==> src/rtl/bullet_pkg.sv <==
// bullet_pkg: direction encoding, direction-to-delta decode, plot states and default screen bounds
package bullet_pkg;
    typedef enum logic [2:0] {DIR_N, DIR_NE, DIR_E, DIR_SE, DIR_S, DIR_SW, DIR_W, DIR_NW} dir_t;
    typedef enum logic [1:0] {IDLE, ERASE, DRAW, NEXT} plot_state_t;
    typedef struct packed {
        logic [1:0] dx;
        logic [1:0] dy;
    } delta_t;
    localparam int X_MAX_DEF = 159;
    localparam int Y_MAX_DEF = 119;
    function automatic delta_t dir_delta(input dir_t d);
        delta_t r;
        r.dx = (d == DIR_NE || d == DIR_E || d == DIR_SE) ? 2'b01 :
               (d == DIR_SW || d == DIR_W || d == DIR_NW) ? 2'b11 : 2'b00;
        r.dy = (d == DIR_SE || d == DIR_S || d == DIR_SW) ? 2'b01 :
               (d == DIR_NW || d == DIR_N || d == DIR_NE) ? 2'b11 : 2'b00;
        return r;
    endfunction
endpackage

==> src/rtl/bullet_pool_if.sv <==
// bullet_pool_if: pixel request/acknowledge bus from the bullet pool to the VGA drawer
interface bullet_pool_if #(
    parameter int X_W = 8,
    parameter int Y_W = 7
);
    logic req;
    logic ack;
    logic erase;
    logic [X_W-1:0] x;
    logic [Y_W-1:0] y;
    modport master(output req, x, y, erase, input ack);
    modport slave(input req, x, y, erase, output ack);
endinterface

==> src/rtl/bullet_slot.sv <==
// bullet_slot: one bullet's position registers, move adder and screen-edge check
module bullet_slot
    import bullet_pkg::*;
#(
    parameter int X_MAX = X_MAX_DEF,
    parameter int Y_MAX = Y_MAX_DEF,
    parameter int X_W = 8,
    parameter int Y_W = 7
) (
    input  logic clk,
    input  logic resetn,
    input  logic tick,
    input  logic load,
    input  logic collide,
    input  logic [X_W-1:0] start_x,
    input  logic [Y_W-1:0] start_y,
    input  dir_t dir,
    output logic active,
    output logic [X_W-1:0] x,
    output logic [X_W-1:0] ox,
    output logic [Y_W-1:0] y,
    output logic [Y_W-1:0] oy,
    output logic er,
    output logic dr
);
    dir_t d;
    delta_t dl;
    logic [X_W-1:0] nx;
    logic [Y_W-1:0] ny;
    logic hit;
    logic mv;
    assign dl = dir_delta(d);
    assign nx = x + {{(X_W-2){dl.dx[1]}}, dl.dx};
    assign ny = y + {{(Y_W-2){dl.dy[1]}}, dl.dy};
    assign hit = nx == '0 || nx == X_W'(X_MAX) || ny == '0 || ny == Y_W'(Y_MAX);
    assign mv = tick && active;
    // er/dr record what the current plot pass owes this slot; collide only cancels the draw
    always_ff @(posedge clk) begin
        if (!resetn) begin
            active <= 1'b0;
            x <= '0;
            y <= '0;
            ox <= '0;
            oy <= '0;
            d <= DIR_N;
            er <= 1'b0;
            dr <= 1'b0;
        end else begin
            active <= load || (active && !collide && !(mv && hit));
            er <= tick ? active : er;
            dr <= tick ? mv && !hit && !collide : dr && !collide;
            if (mv) begin
                ox <= x;
                oy <= y;
                x <= nx;
                y <= ny;
            end
            if (load) begin
                x <= start_x;
                y <= start_y;
                d <= dir;
            end
        end
    end
endmodule

==> src/rtl/bullet_pool.sv <==
// bullet_pool: bullet slot allocator, movement tick counter and erase/draw plot sequencer
module bullet_pool
    import bullet_pkg::*;
#(
    parameter int NUM_BULLETS = 4,
    parameter int X_MAX = X_MAX_DEF,
    parameter int Y_MAX = Y_MAX_DEF,
    parameter int X_W = 8,
    parameter int Y_W = 7,
    parameter int STEP_DIV = 10
) (
    input  logic clk,
    input  logic resetn,
    input  logic fire,
    input  logic [X_W-1:0] start_x,
    input  logic [Y_W-1:0] start_y,
    input  logic [2:0] dir,
    input  logic [NUM_BULLETS-1:0] collide,
    output logic [NUM_BULLETS-1:0] active,
    output logic fire_drop,
    bullet_pool_if.master plot
);
    localparam int CW = $clog2(STEP_DIV);
    localparam int IW = NUM_BULLETS > 1 ? $clog2(NUM_BULLETS) : 1;
    plot_state_t state, state_n;
    logic [IW-1:0] idx, idx_n, nidx;
    logic [CW-1:0] cnt;
    logic [X_W-1:0] px_n;
    logic [Y_W-1:0] py_n;
    logic pe_n;
    logic tick;
    logic last;
    logic [NUM_BULLETS-1:0] load, er, dr;
    logic [X_W-1:0] xs [NUM_BULLETS];
    logic [X_W-1:0] oxs [NUM_BULLETS];
    logic [Y_W-1:0] ys [NUM_BULLETS];
    logic [Y_W-1:0] oys [NUM_BULLETS];
    assign tick = cnt == '0 && state == IDLE;
    assign nidx = idx + 1'b1;
    assign last = idx == IW'(NUM_BULLETS - 1);
    assign plot.req = state == ERASE || state == DRAW;
    // lowest clear bit of active; zero when every slot is busy
    assign load = fire ? ~active & (active + 1'b1) : '0;
    for (genvar i = 0; i < NUM_BULLETS; i++) begin : g_slot
        bullet_slot #(.X_MAX(X_MAX), .Y_MAX(Y_MAX), .X_W(X_W), .Y_W(Y_W)) u_slot (
            .clk(clk),
            .resetn(resetn),
            .tick(tick),
            .load(load[i]),
            .collide(collide[i]),
            .start_x(start_x),
            .start_y(start_y),
            .dir(dir_t'(dir)),
            .active(active[i]),
            .x(xs[i]),
            .ox(oxs[i]),
            .y(ys[i]),
            .oy(oys[i]),
            .er(er[i]),
            .dr(dr[i])
        );
    end
    always_ff @(posedge clk) begin
        if (!resetn) begin
            state <= IDLE;
            idx <= '0;
            cnt <= CW'(STEP_DIV - 1);
            fire_drop <= 1'b0;
            plot.x <= '0;
            plot.y <= '0;
            plot.erase <= 1'b0;
        end else begin
            state <= state_n;
            idx <= idx_n;
            cnt <= cnt != '0 ? cnt - 1'b1 : tick ? CW'(STEP_DIV - 1) : cnt;
            fire_drop <= fire && &active;
            plot.x <= px_n;
            plot.y <= py_n;
            plot.erase <= pe_n;
        end
    end
    // pixel is latched on entry to ERASE/DRAW so it cannot shift under a reload mid-beat
    always_comb begin
        state_n = state;
        idx_n = idx;
        px_n = plot.x;
        py_n = plot.y;
        pe_n = plot.erase;
        case (state)
            IDLE: if (tick) begin
                idx_n = '0;
                state_n = active[0] ? ERASE : NEXT;
                px_n = xs[0];
                py_n = ys[0];
                pe_n = 1'b1;
            end
            ERASE: if (plot.ack && dr[idx] && !collide[idx]) begin
                state_n = DRAW;
                px_n = xs[idx];
                py_n = ys[idx];
                pe_n = 1'b0;
            end else if (plot.ack) begin
                state_n = NEXT;
            end
            DRAW: if (plot.ack) state_n = NEXT;
            default: if (last) begin
                state_n = IDLE;
            end else begin
                idx_n = nidx;
                state_n = er[nidx] ? ERASE : NEXT;
                px_n = oxs[nidx];
                py_n = oys[nidx];
                pe_n = 1'b1;
            end
        endcase
    end
endmodule

==> src/flat_wrapper.sv <==
// flat-port wrapper written by rule: the top's interface ports become plain ports
module bullet_pool_flat import bullet_pkg::*;
#(
    parameter int NUM_BULLETS = 4,
    parameter int X_MAX = X_MAX_DEF,
    parameter int Y_MAX = Y_MAX_DEF,
    parameter int X_W = 8,
    parameter int Y_W = 7,
    parameter int STEP_DIV = 10
)
  (clk, resetn, fire, start_x, start_y, dir, collide, active, fire_drop, plot_req, plot_x, plot_y, plot_erase, plot_ack);
  bullet_pool_if #(.X_W(X_W), .Y_W(Y_W)) plot_i ();
  input  logic clk;
  input  logic resetn;
  input  logic fire;
  input  logic [X_W-1:0] start_x;
  input  logic [Y_W-1:0] start_y;
  input  logic [2:0] dir;
  input  logic [NUM_BULLETS-1:0] collide;
  output logic [NUM_BULLETS-1:0] active;
  output logic fire_drop;
  output wire logic [$bits(plot_i.req)-1:0] plot_req;
  output wire logic [$bits(plot_i.x)-1:0] plot_x;
  output wire logic [$bits(plot_i.y)-1:0] plot_y;
  output wire logic [$bits(plot_i.erase)-1:0] plot_erase;
  input wire logic [$bits(plot_i.ack)-1:0] plot_ack;
  assign plot_req = plot_i.req;
  assign plot_x = plot_i.x;
  assign plot_y = plot_i.y;
  assign plot_erase = plot_i.erase;
  assign plot_i.ack = plot_ack;
  bullet_pool #(.NUM_BULLETS(NUM_BULLETS), .X_MAX(X_MAX), .Y_MAX(Y_MAX), .X_W(X_W), .Y_W(Y_W), .STEP_DIV(STEP_DIV)) u_core (.clk(clk), .resetn(resetn), .fire(fire), .start_x(start_x), .start_y(start_y), .dir(dir), .collide(collide), .active(active), .fire_drop(fire_drop), .plot(plot_i));
endmodule
==> config.mk <==
export PLATFORM = sky130hd
export DESIGN_NAME = bullet_pool_flat
export DESIGN_NICKNAME = d
export VERILOG_FILES = /design/src/rtl/bullet_pkg.sv /design/src/rtl/bullet_pool_if.sv /design/src/rtl/bullet_slot.sv /design/src/rtl/bullet_pool.sv /design/src/flat_wrapper.sv
export SDC_FILE = /design/constraint.sdc
export NUM_CORES = 1
export LEC_CHECK = 0
export ABC_CLOCK_PERIOD_IN_PS = 8800
export BUFFER_PORTS_ARGS = -buffer_cell sky130_fd_sc_hd__buf_2
export CAP_MARGIN = 20
export CORE_MARGIN = 2
export CORE_UTILIZATION = 40
export DETAILED_ROUTE_END_ITERATION = 12
export PLACE_DENSITY_LB_ADDON = 0.08
export SKIP_CTS_REPAIR_TIMING = 1
export SYNTH_ARGS = -nofsm -noshare
export SYNTH_HDL_FRONTEND = slang
export SYNTH_SLANG_ARGS = --single-unit
export TNS_END_PERCENT = 10
==> constraint.sdc <==
create_clock -name clk -period 8.8 [get_ports clk]
set_clock_uncertainty 0.05 [all_clocks]
set_input_delay 0.44 -clock clk [delete_from_list [all_inputs] [get_ports clk]]
set_output_delay 0.44 -clock clk [all_outputs]
set_load 0.1 [all_outputs]
==> results of run 1 <==
## worst register-to-register path, stage by stage (launching register included)
cell and delay (ns):
dfxtp_1 0.34, inv_1 0.10, ha_1 0.75, and3_1 0.55
and2_1 0.88, nor2_1 0.55, a22oi_1 0.26, o21ai_0 0.10
and2_1 0.19
## routing by layer
layer | share of wire [%] | track usage (%) | vias to the layer above
met5 | 0 | 0 | -
met4 | 1.3 | 5.064 | 0
met3 | 5.7 | 3.936 | 25
met2 | 45 | 41.71 | 282
met1 | 48 | 38.65 | 4384
li1 | - | - | 4298
## registers in the layout, indices dropped and copies added, names as in the netlist, 7 cells and up
register and count:
u_core.g_slot.u_slot.x 32, u_core.plot.x 8, u_core.g_slot.u_slot.oy 28, u_core.g_slot.u_slot.y 28, u_core.g_slot.u_slot.d 12, u_core.plot.y 7
u_core.g_slot.u_slot.ox 32
## kinds of logic after synthesis
logic type	Yosys count	share of synthesized area, %
simple gates	414	18.48
compound gates	338	23.24
flops	169	33.26
buf+inv	100	4.293
fa+ha+maj	65	8.586
mux	50	8.353
xor+xnor	44	3.789
## through the flow
| step | hold WS [ns] | total power (W) | utilization [%] | cells | instance area (sq um) |
|---|---|---|---|---|---|
| 6_report | 0.2744 | 0.002394 | 44.97 | 1535 | 11290 |
| 5_1_grt | 0.2829 | 0.002492 | 44.97 | 1535 | 11290 |
| 4_1_cts | 0.2625 | 0.002405 | 44.97 | 1535 | 11290 |
| 3_5_place_dp | 0.3959 | 0.001557 | 42.41 | 1503 | 10650 |
| 3_3_place_gp | 0.3911 | 0.001556 | 42.29 | 1501 | 10620 |
| 2_1_floorplan | 0.3831 | 0.001405 | - | 1180 | 10170 |
## final cells by class
cell class              count  area [sq um]
clock buffers              22         454.2
well taps                 330         412.9
flip-flops and latches    169          3385
repair buffers             65         385.4
clock inverters            10         188.9
inverters                  28         107.6
fillers                  2564         13820
multi-input cells         911          6359
## final timing paths
path	start	end	slack [ns]	cells after the start
worst min register to register	u_core.g_slot[2].u_slot.ox[4]	u_core.g_slot[2].u_slot.ox[4]	0.40	2
worst min-delay path	dir[0]	u_core.g_slot[2].u_slot.d[0]	0.27	3
worst max register to register	u_core.state[1]	u_core.g_slot[1].u_slot.x[7]	4.92	8
worst max-delay path	u_core.state[1]	u_core.g_slot[1].u_slot.x[7]	4.92	8
## power by group through the flow
stage	Combinational [W]	Sequential, W	Clock (W)
6_report	0.000702	0.000839	0.000852
3_3_place_gp	0.000700	0.000855	0
2_1_floorplan	0.000420	0.000985	0
3_5_place_dp	0.000702	0.000856	0
5_1_grt	0.000753	0.000843	0.000895
4_1_cts	0.000703	0.000838	0.000863
## placed cells by master (no fill, tap or decap), types with 19 or more instances in the layout
cell type	count
buf_2	47
mux4_2	26
xnor2_1	19
a21boi_0	27
nand2_1	182
nor2_1	101
xor2_1	25
ha_1	57
dfxtp_1	168
nor2b_1	23
a21oi_1	103
inv_1	27
a22oi_1	56
o21ai_0	43
==> summary.txt, run 1 <==
Net count after synthesis -> 1271
Switching power -> 0.0008721 W
Placed wire-length estimate -> 24780 um
Synth warnings -> 0
Req. time, crit path -> 9.08 ns
CTS max path bufs -> 2
Power Density -> 212.0 nW/um^2
DR WL/cell -> 22.46 um
Clock buffer count from CTS -> 17
Final wirelength -> 34470 um
Internal power -> 0.001522 W
Slew HR -> 23.70%
Clock-pin slew on the worst setup and hold paths -> 0.07 ns
Maximum clock frequency -> 0.2580 GHz
Residual DRC count -> 0
Number of synthesized flops with an enable pin -> 0
Post-Syn Instances -> 1180
PortBufs -> 47
Most common cell in the netlist -> nand2_1
Status -> completed
CP Buf/Inv Count -> 1
Min-delay worst type -> in -> reg
Synth top cells by count -> nand2_1 (182), dfxtp_1 (169), a21oi_1 (103)
CP max FO -> 25
Tcrit/Tclk final -> 44.05%
H-tree Lvls -> 4
Total number of vias -> 8989
Asr flop ratio synth -> 0%
Critical Path AT -> 4.16 ns
Post-synthesis average cell area -> 8.619 sq um
Gr ovfl total -> 0
Root buf cell -> clkbuf_16
Crit path kind -> reg -> reg
Max cap viols -> 0
Initial core utilization -> 40.51%
Syn-to-layout area delta -> 11.02%
ANT nets after route -> 0
Crit-path cells -> inv_1 > ha_1 > and3_1 > and2_1 > nor2_1 > a22oi_1 > o21ai_0 > and2_1
Flop pwr share -> 35.1%
GR Util All Layers -> 26.49%
CP max stage delay -> 0.88 ns
Via density per instance -> 5.856
Largest net degree at the start of global routing -> 62
# diodes -> 0
DR iter-0 viols -> 799
Top FF cell, synth -> dfxtp_1
Slowest-stage cell, CP -> and2_1
Rows -> 58
Antenna violations before repair -> 0
Biggest area consumer among synthesized cells -> dfxtp_1
Vias in the first global route -> 8484
Yosys top cell area share -> 33.26%
Peak supply drop -> 0.0001283 V
Leakage power -> 4.204 nW
Die height -> 163.5 um
Fin. max-slew vios -> 0
Switch share -> 36.43%
Combinational fraction of design power -> 29.3%
CP startpoint kind -> flip-flop
Gpl congestion -> 0.8902
CTS tree -> yes
Sum Neg Setup Slack -> 0 ns
Mapped Area -> 10170 sq um
Drt first pass iters -> 5
First-pass GRT wire length -> 53140 um
Skew-Pair Late Insertion Delay -> 0.44 ns
Die area -> 26720 sq um
Layout cells sized above 1 -> 12.78%
Setup crit end kind -> flip-flop
RSZ-0062 raised after global routing -> false
Tmin final -> 3.876 ns
Pre-CTS WS -> 5.036 ns
Die X -> 163.5 um
Crit-path most repeated cell -> and2_1
Synth unique cells -> 71
Fraction of the yosys area taken by sequential cells -> 33.26%
Worst-Margin Slew -> 1.140 ns
Main area contributors after synthesis -> dfxtp_1 (33%), ha_1 (7.0%), nand2_1 (6.7%), mux4_2 (5.8%), a21oi_1 (5.1%)
Nets -> 1283
Io pins -> 48
Worst setup margin -> 4.924 ns
Clock power share -> 35.6%
CTS Sinks -> 169
Final setup violation count -> 0
Synth Register Bits -> 169
Final hold vios -> 0
Cell family with most CP delay -> simple AND/OR/NAND/NOR gates
Core area -> 25110 sq um
Note: power is estimated with default switching activity, not from simulation.
==> run 2: changes to the inputs <==
--- a/config.mk
+++ b/config.mk
@@ -5,7 +5,8 @@
 export SDC_FILE = /design/constraint.sdc
 export NUM_CORES = 1
 export LEC_CHECK = 0
-export ABC_CLOCK_PERIOD_IN_PS = 8800
+export ABC_AREA = 1
+export ABC_CLOCK_PERIOD_IN_PS = 3400
 export BUFFER_PORTS_ARGS = -buffer_cell sky130_fd_sc_hd__buf_2
 export CAP_MARGIN = 20
 export CORE_MARGIN = 2
==> constraint.sdc (replaced) <==
create_clock -name clk -period 3.4 [get_ports clk]
set_clock_uncertainty 0.05 [all_clocks]
set_input_delay 0.17 -clock clk [delete_from_list [all_inputs] [get_ports clk]]
set_output_delay 0.17 -clock clk [all_outputs]
set_load 0.1 [all_outputs]
==> run 2 against run 1 <==
Against the previous run:
- largest cell class unchanged
- highest routed layer unchanged
- clock power is 130% higher
- clock-buffer cell count shrank 5
- fmax grew 46%
==> summary.txt, run 2 <==
Critical path destination -> u_core.g_slot[1].u_slot.oy[3]
Crit. Startpoint -> u_core.state[0]
Initial core utilization -> 40.85%
Post-Syn Instances -> 1608
Final setup violation count -> 0
Vias in the first global route -> 10020
Tcrit/Tclk final -> 78.07%
Die height -> 167.6 um
Most frequent cells in the layout -> nand2_1 (434), dfxtp_1 (168), inv_1 (151), a21oi_1 (148), nand3_1 (141)
Status -> completed
Worst-Margin Slew -> 0.9213 ns
Synth top cells by count -> nand2_1 (434), dfxtp_1 (169), inv_1 (152)
Residual DRC count -> 0
CTS tree -> yes
Synth warnings -> 0
Yosys top cell area share -> 31.60%
Core area -> 26210 sq um
Fin. max-slew vios -> 0
Asr flop ratio synth -> 0%
Io pins -> 48
H-tree Lvls -> 4
Final hold vios -> 0
Post-synthesis average cell area -> 6.658 sq um
Slew HR -> 38.58%
Synth Register Bits -> 169
Nets -> 1706
Largest net degree at the start of global routing -> 106
Reg-to-Reg End -> u_core.g_slot[1].u_slot.oy[3]
Die X -> 167.6 um
Setup crit end kind -> flip-flop
RSZ-0062 raised after global routing -> false
Gr ovfl total -> 0
FF-to-FF setup slack -> 0.75 ns
Sum Neg Setup Slack -> 0 ns
CP startpoint kind -> flip-flop
CP max FO -> 30
Gpl congestion -> 0.9361
Final wirelength -> 36910 um
Critical Path AT -> 2.91 ns
Syn-to-layout area delta -> 9.162%
Final Power -> 0.006799 W
Peak supply drop -> 0.0003420 V
Skew-Pair Late Insertion Delay -> 0.44 ns
Number of synthesized flops with an enable pin -> 0
CTS max path bufs -> 2
Tmin final -> 2.655 ns
CTS Sinks -> 169
Synth unique cells -> 50
Worst r2r path cells -> 9
Layout cells sized above 1 -> 8.292%
Rows -> 59
Most common cell after layout, fill and taps aside -> nand2_1
PortBufs -> 47
Min-delay worst type -> in -> reg
Leakage power -> 5.247 nW
Req. time, crit path -> 3.66 ns
Clock-pin slew on the worst setup and hold paths -> 0.07 ns
# diodes -> 0
Maximum clock frequency -> 0.3767 GHz
Via density per instance -> 5.456
Fraction of the yosys area taken by sequential cells -> 31.60%
Antenna violations before repair -> 0
ANT nets after route -> 0
DR iter-0 viols -> 1027
Drt first pass iters -> 5
Clock buffer count from CTS -> 17
GR Util All Layers -> 26.73%
Top FF cell, synth -> dfxtp_1
Non-filler instance count after layout -> 1963
Root buf cell -> clkbuf_16
First-pass GRT wire length -> 57450 um
Biggest area consumer among synthesized cells -> dfxtp_1
Main area contributors after synthesis -> dfxtp_1 (32%), nand2_1 (15%), a21oi_1 (6.9%), ha_1 (6.7%), nand3_1 (6.6%)
Placed insts -> 1928
Post-Route Utilization -> 44.60%
Total number of vias -> 10711
Most common cell in the netlist -> nand2_1
Mapped Area -> 10710 sq um
Regs by FF count -> u_core.g_slot.u_slot.ox: 32 flops, u_core.g_slot.u_slot.x: 32 flops
Power Density -> 581.7 nW/um^2
Placed wire-length estimate -> 28510 um
Die area -> 28090 sq um
Net count after synthesis -> 1699
DR WL/cell -> 18.80 um
Max cap viols -> 0
Worst r2r src -> u_core.state[0]
Crit path kind -> reg -> reg
## run 2: through the flow
| stage | hold WS [ns] | area [sq um] | setup WS (ns) |
|---|---|---|---|
| floorplan | 0.2549 | 10710 | 1.189 |
| global placement | 0.3884 | 11090 | 0.8410 |
| detailed placement | 0.3993 | 11090 | 0.7965 |
| CTS | -0.05199 | 11660 | 0.7726 |
| global route | 0.002040 | 11690 | 0.4690 |
| finish | 0.003178 | 11690 | 0.7455 |
## run 2: layout make-up
type | instances | area [sq um]
Fill cell | 2816 | 14520
Tap cell | 335 | 419.2
Sequential cell | 169 | 3385
Clock inverter | 15 | 137.6
Timing Repair Buffer | 65 | 390.4
Clock buffer | 17 | 425.4
Inverter | 165 | 625.6
Multi-Input combinational cell | 1197 | 6305
## run 2: routing by layer
metal	global-route usage, %	vias to the layer above	wire [um]	share of wire, %
li1	-	5381	-	-
met3	3.923	39	1812	4.9
met2	43.77	280	16890	46
met5	0	-	0	0
met4	7.448	0	687	1.9
met1	36.76	5011	17520	47
## run 2: kinds of logic after synthesis
logic type               synth area share [%]
flip-flops                              31.60
AO/OA/AOI/OAI                           19.29
AND/OR/NAND/NOR                         28.98
buffers and inverters                   9.513
adder cells (fa/ha/maj)                 8.157
XOR/XNOR                                2.454
## run 2: worst min-delay path by stage
stage                                          start                           end  slack (ns)  cells past startpoint
final                                     start_x[3]  u_core.g_slot[2].u_slot.x[3]       0.003                      3
after global routing                      start_x[3]  u_core.g_slot[2].u_slot.x[3]       0.002                      3
after CTS                                 collide[3]    u_core.g_slot[3].u_slot.dr       -0.05                      4
after detailed placement  u_core.g_slot[1].u_slot.er    u_core.g_slot[1].u_slot.er        0.40                      2
after global placement    u_core.g_slot[1].u_slot.er    u_core.g_slot[1].u_slot.er        0.39                      2
after floorplan                               dir[2]  u_core.g_slot[2].u_slot.d[2]        0.25                      2
## run 2: critical path: stages, from the launching register on
cell and delay [ns]:
dfxtp_1 0.35, inv_1 0.10, ha_1 0.41, inv_2 0.26, nor2_4 0.23, inv_6 0.11, nor2_8 0.35, inv_1 0.35
o21ai_0 0.24, a21oi_1 0.06
## run 2: report_power, final
group / internal [W] / total [W] / switching (W)
clock network: 0.00102 / 0.00193 / 0.000908
logic: 0.000695 / 0.00269 / 0.00200
registers: 0.00209 / 0.00218 / 0.0000868
==> run 3: changes to the inputs <==
--- a/config.mk
+++ b/config.mk
@@ -5,8 +5,8 @@
 export SDC_FILE = /design/constraint.sdc
 export NUM_CORES = 1
 export LEC_CHECK = 0
-export ABC_AREA = 1
-export ABC_CLOCK_PERIOD_IN_PS = 3400
+export ABC_AREA = 0
+export ABC_CLOCK_PERIOD_IN_PS = 2400
 export BUFFER_PORTS_ARGS = -buffer_cell sky130_fd_sc_hd__buf_2
 export CAP_MARGIN = 20
 export CORE_MARGIN = 2
==> constraint.sdc (replaced) <==
create_clock -name clk -period 2.4 [get_ports clk]
set_clock_uncertainty 0.05 [all_clocks]
set_input_delay 0.12 -clock clk [delete_from_list [all_inputs] [get_ports clk]]
set_output_delay 0.12 -clock clk [all_outputs]
set_load 0.1 [all_outputs]
==> run 3 against run 2 <==
Against the previous run:
- the run now ends with hold timing, setup timing left
- die area fell by 4.9%
- critical path depth rose by 2
- sequential power grew 40%
- first-iteration DRC count is 31% lower
- largest cell class unchanged
- largest power group unchanged
- highest routed layer unchanged
==> summary.txt, run 3 (synthesis results as in run 1) <==
Status -> complete, but fails checks
Leakage power -> 5.424 nW
CP max stage delay -> 0.41 ns
Gr ovfl total -> 0
First-pass GRT wire length -> 54190 um
Peak supply drop -> 0.0005791 V
Placed wire-length estimate -> 25980 um
Slew HR -> 59.07%
Most frequent cells in the layout -> buf_4 (200), nand2_1 (179), dfxtp_1 (157), nor2_1 (97), a21oi_1 (95)
Die height -> 163.5 um
Vias in the first global route -> 9294
Sum Neg Setup Slack -> -1.886 ns
Crit. Startpoint -> u_core.g_slot[1].u_slot.d[1]
Slowest-stage cell, CP -> fa_2
Cell family with most CP delay -> simple AND/OR/NAND/NOR gates
Final Power -> 0.009075 W
RSZ-0062 raised after global routing -> true
Final hold vios -> 2
DR WL/cell -> 20.37 um
Rows -> 58
Drt first pass iters -> 5
Hold-critical path depth -> 4
Largest net degree at the start of global routing -> 42
Final setup violation count -> 12
Power Density -> 664.5 nW/um^2
PortBufs -> 47
Core area -> 25110 sq um
Internal power -> 0.005634 W
Clock-pin slew on the worst setup and hold paths -> 0.07 ns
Final wirelength -> 35230 um
Die area -> 26720 sq um
CTS tree -> yes
Max cap viols -> 0
Worst r2r src -> u_core.g_slot[1].u_slot.d[1]
FF-to-FF setup slack -> -0.29 ns
GR Util All Layers -> 26.58%
CP startpoint kind -> flip-flop
Clock power share -> 32.3%
Worst-Margin Slew -> 0.6128 ns
Critical Path AT -> 2.96 ns
CP Buf/Inv Count -> 1
Antenna violations before repair -> 0
Tmin final -> 2.689 ns
H-tree Lvls -> 4
Gpl congestion -> 0.8891
Syn-to-layout area delta -> 34.27%
Initial core utilization -> 40.51%
CP max FO -> 6
Failing checks -> hold timing, setup timing
ANT nets after route -> 0
Tcrit/Tclk final -> 112.1%
Io pins -> 48
Residual DRC count -> 0
Filler cell count -> 2381
Combinational fraction of design power -> 34.0%
Switch share -> 37.92%
Fin. max-slew vios -> 0
Worst Hold Endpoint -> u_core.g_slot[2].u_slot.dr
CTS Sinks -> 169
DR iter-0 viols -> 713
Switching power -> 0.003441 W
# diodes -> 0
Req. time, crit path -> 2.67 ns
Regs by FF count -> u_core.g_slot.u_slot.ox: 32 flops, u_core.g_slot.u_slot.x: 32 flops
WHS -> -0.007439 ns
Reg-to-Reg End -> u_core.g_slot[1].u_slot.active
Worst r2r path cells -> 11
CTS max path bufs -> 2
Via density per instance -> 5.616
Root buf cell -> clkbuf_16
Min-delay worst type -> in -> reg
Maximum clock frequency -> 0.3718 GHz
Die X -> 163.5 um
Nets -> 1477
Crit path kind -> reg -> reg
Skew-Pair Late Insertion Delay -> 0.44 ns
Startpoint of the worst hold path -> collide[2]
Setup crit end kind -> flip-flop
Layout cells sized above 1 -> 34.24%
Flop pwr share -> 33.7%
Worst setup margin -> -0.2893 ns
Clock buffer count from CTS -> 17
Most common cell after layout, fill and taps aside -> buf_4
Total number of vias -> 9710
Crit-path cells -> and3_4 > or2_4 > fa_2 > buf_4 > xor2_1 > nand3_1 > nor3_1 > and4_4 > o211ai_1 > o2111ai_1 > nand2_1
## run 3: worst max path at each step
stage / cells past startpoint / end / slack [ns]
after global routing: 10 / u_core.g_slot[1].u_slot.active / -0.43
final: 11 / u_core.g_slot[1].u_slot.active / -0.29
after global placement: 11 / u_core.g_slot[1].u_slot.dr / -0.36
after CTS: 11 / u_core.g_slot[1].u_slot.dr / -0.39
after floorplan: 10 / u_core.g_slot[3].u_slot.active / -0.10
after detailed placement: 11 / u_core.g_slot[1].u_slot.dr / -0.36
## run 3: routing by layer
layer / part of all wire [%] / vias up / GRT usage (%)
met5: 0 / - / 0
met4: 0.89 / 0 / 4.984
met3: 4.6 / 28 / 3.682
met2: 47 / 223 / 43.10
met1: 48 / 4774 / 37.96
li1: - / 4685 / -
## run 3: final cells by class
cell class,instances,area [sq um],share of cell area [%]
flip-flops and latches,169,3411,24.97
multi-input cells,911,7171,52.51
well taps,330,412.9,3.023
repair buffers,259,1942,14.22
clock inverters,15,177.7,1.301
inverters,28,117.6,0.8612
clock buffers,17,425.4,3.115
## run 3: worst register-to-register path, cell delays in order, from the launching register on
cell and delay (ns):
dfxtp_4 0.35, and3_4 0.17, or2_4 0.33, fa_2 0.41, buf_4 0.15, xor2_1 0.23, nand3_1 0.12, nor3_1 0.20
and4_4 0.26, o211ai_1 0.11, o2111ai_1 0.12, nand2_1 0.07
## run 3: power groups by stage
| stage | Sequential, W | Clock (W) | Combinational (W) |
|---|---|---|---|
| final | 0.00306 | 0.00293 | 0.00309 |
| after global routing | 0.00308 | 0.00305 | 0.00329 |
| after CTS | 0.00306 | 0.00295 | 0.00293 |
| after detailed placement | 0.00313 | 0 | 0.00292 |
| after global placement | 0.00312 | 0 | 0.00292 |
| after floorplan | 0.00361 | 0 | 0.00157 |
## run 3: stage by stage
stage                     worst slack (ns)  cells  util, %  hold WS (ns)  cell area (sq um)
after floorplan                    -0.1017   1180        -        0.2161              10360
after global placement             -0.3609   1688    49.04        0.3915              12310
after detailed placement           -0.3616   1688    49.04        0.3959              12310
after CTS                          -0.3917   1720    51.45     -0.009268              12920
after global routing               -0.4341   1729    54.39       0.02074              13660
final                              -0.2893   1729    54.39     -0.007439              13660
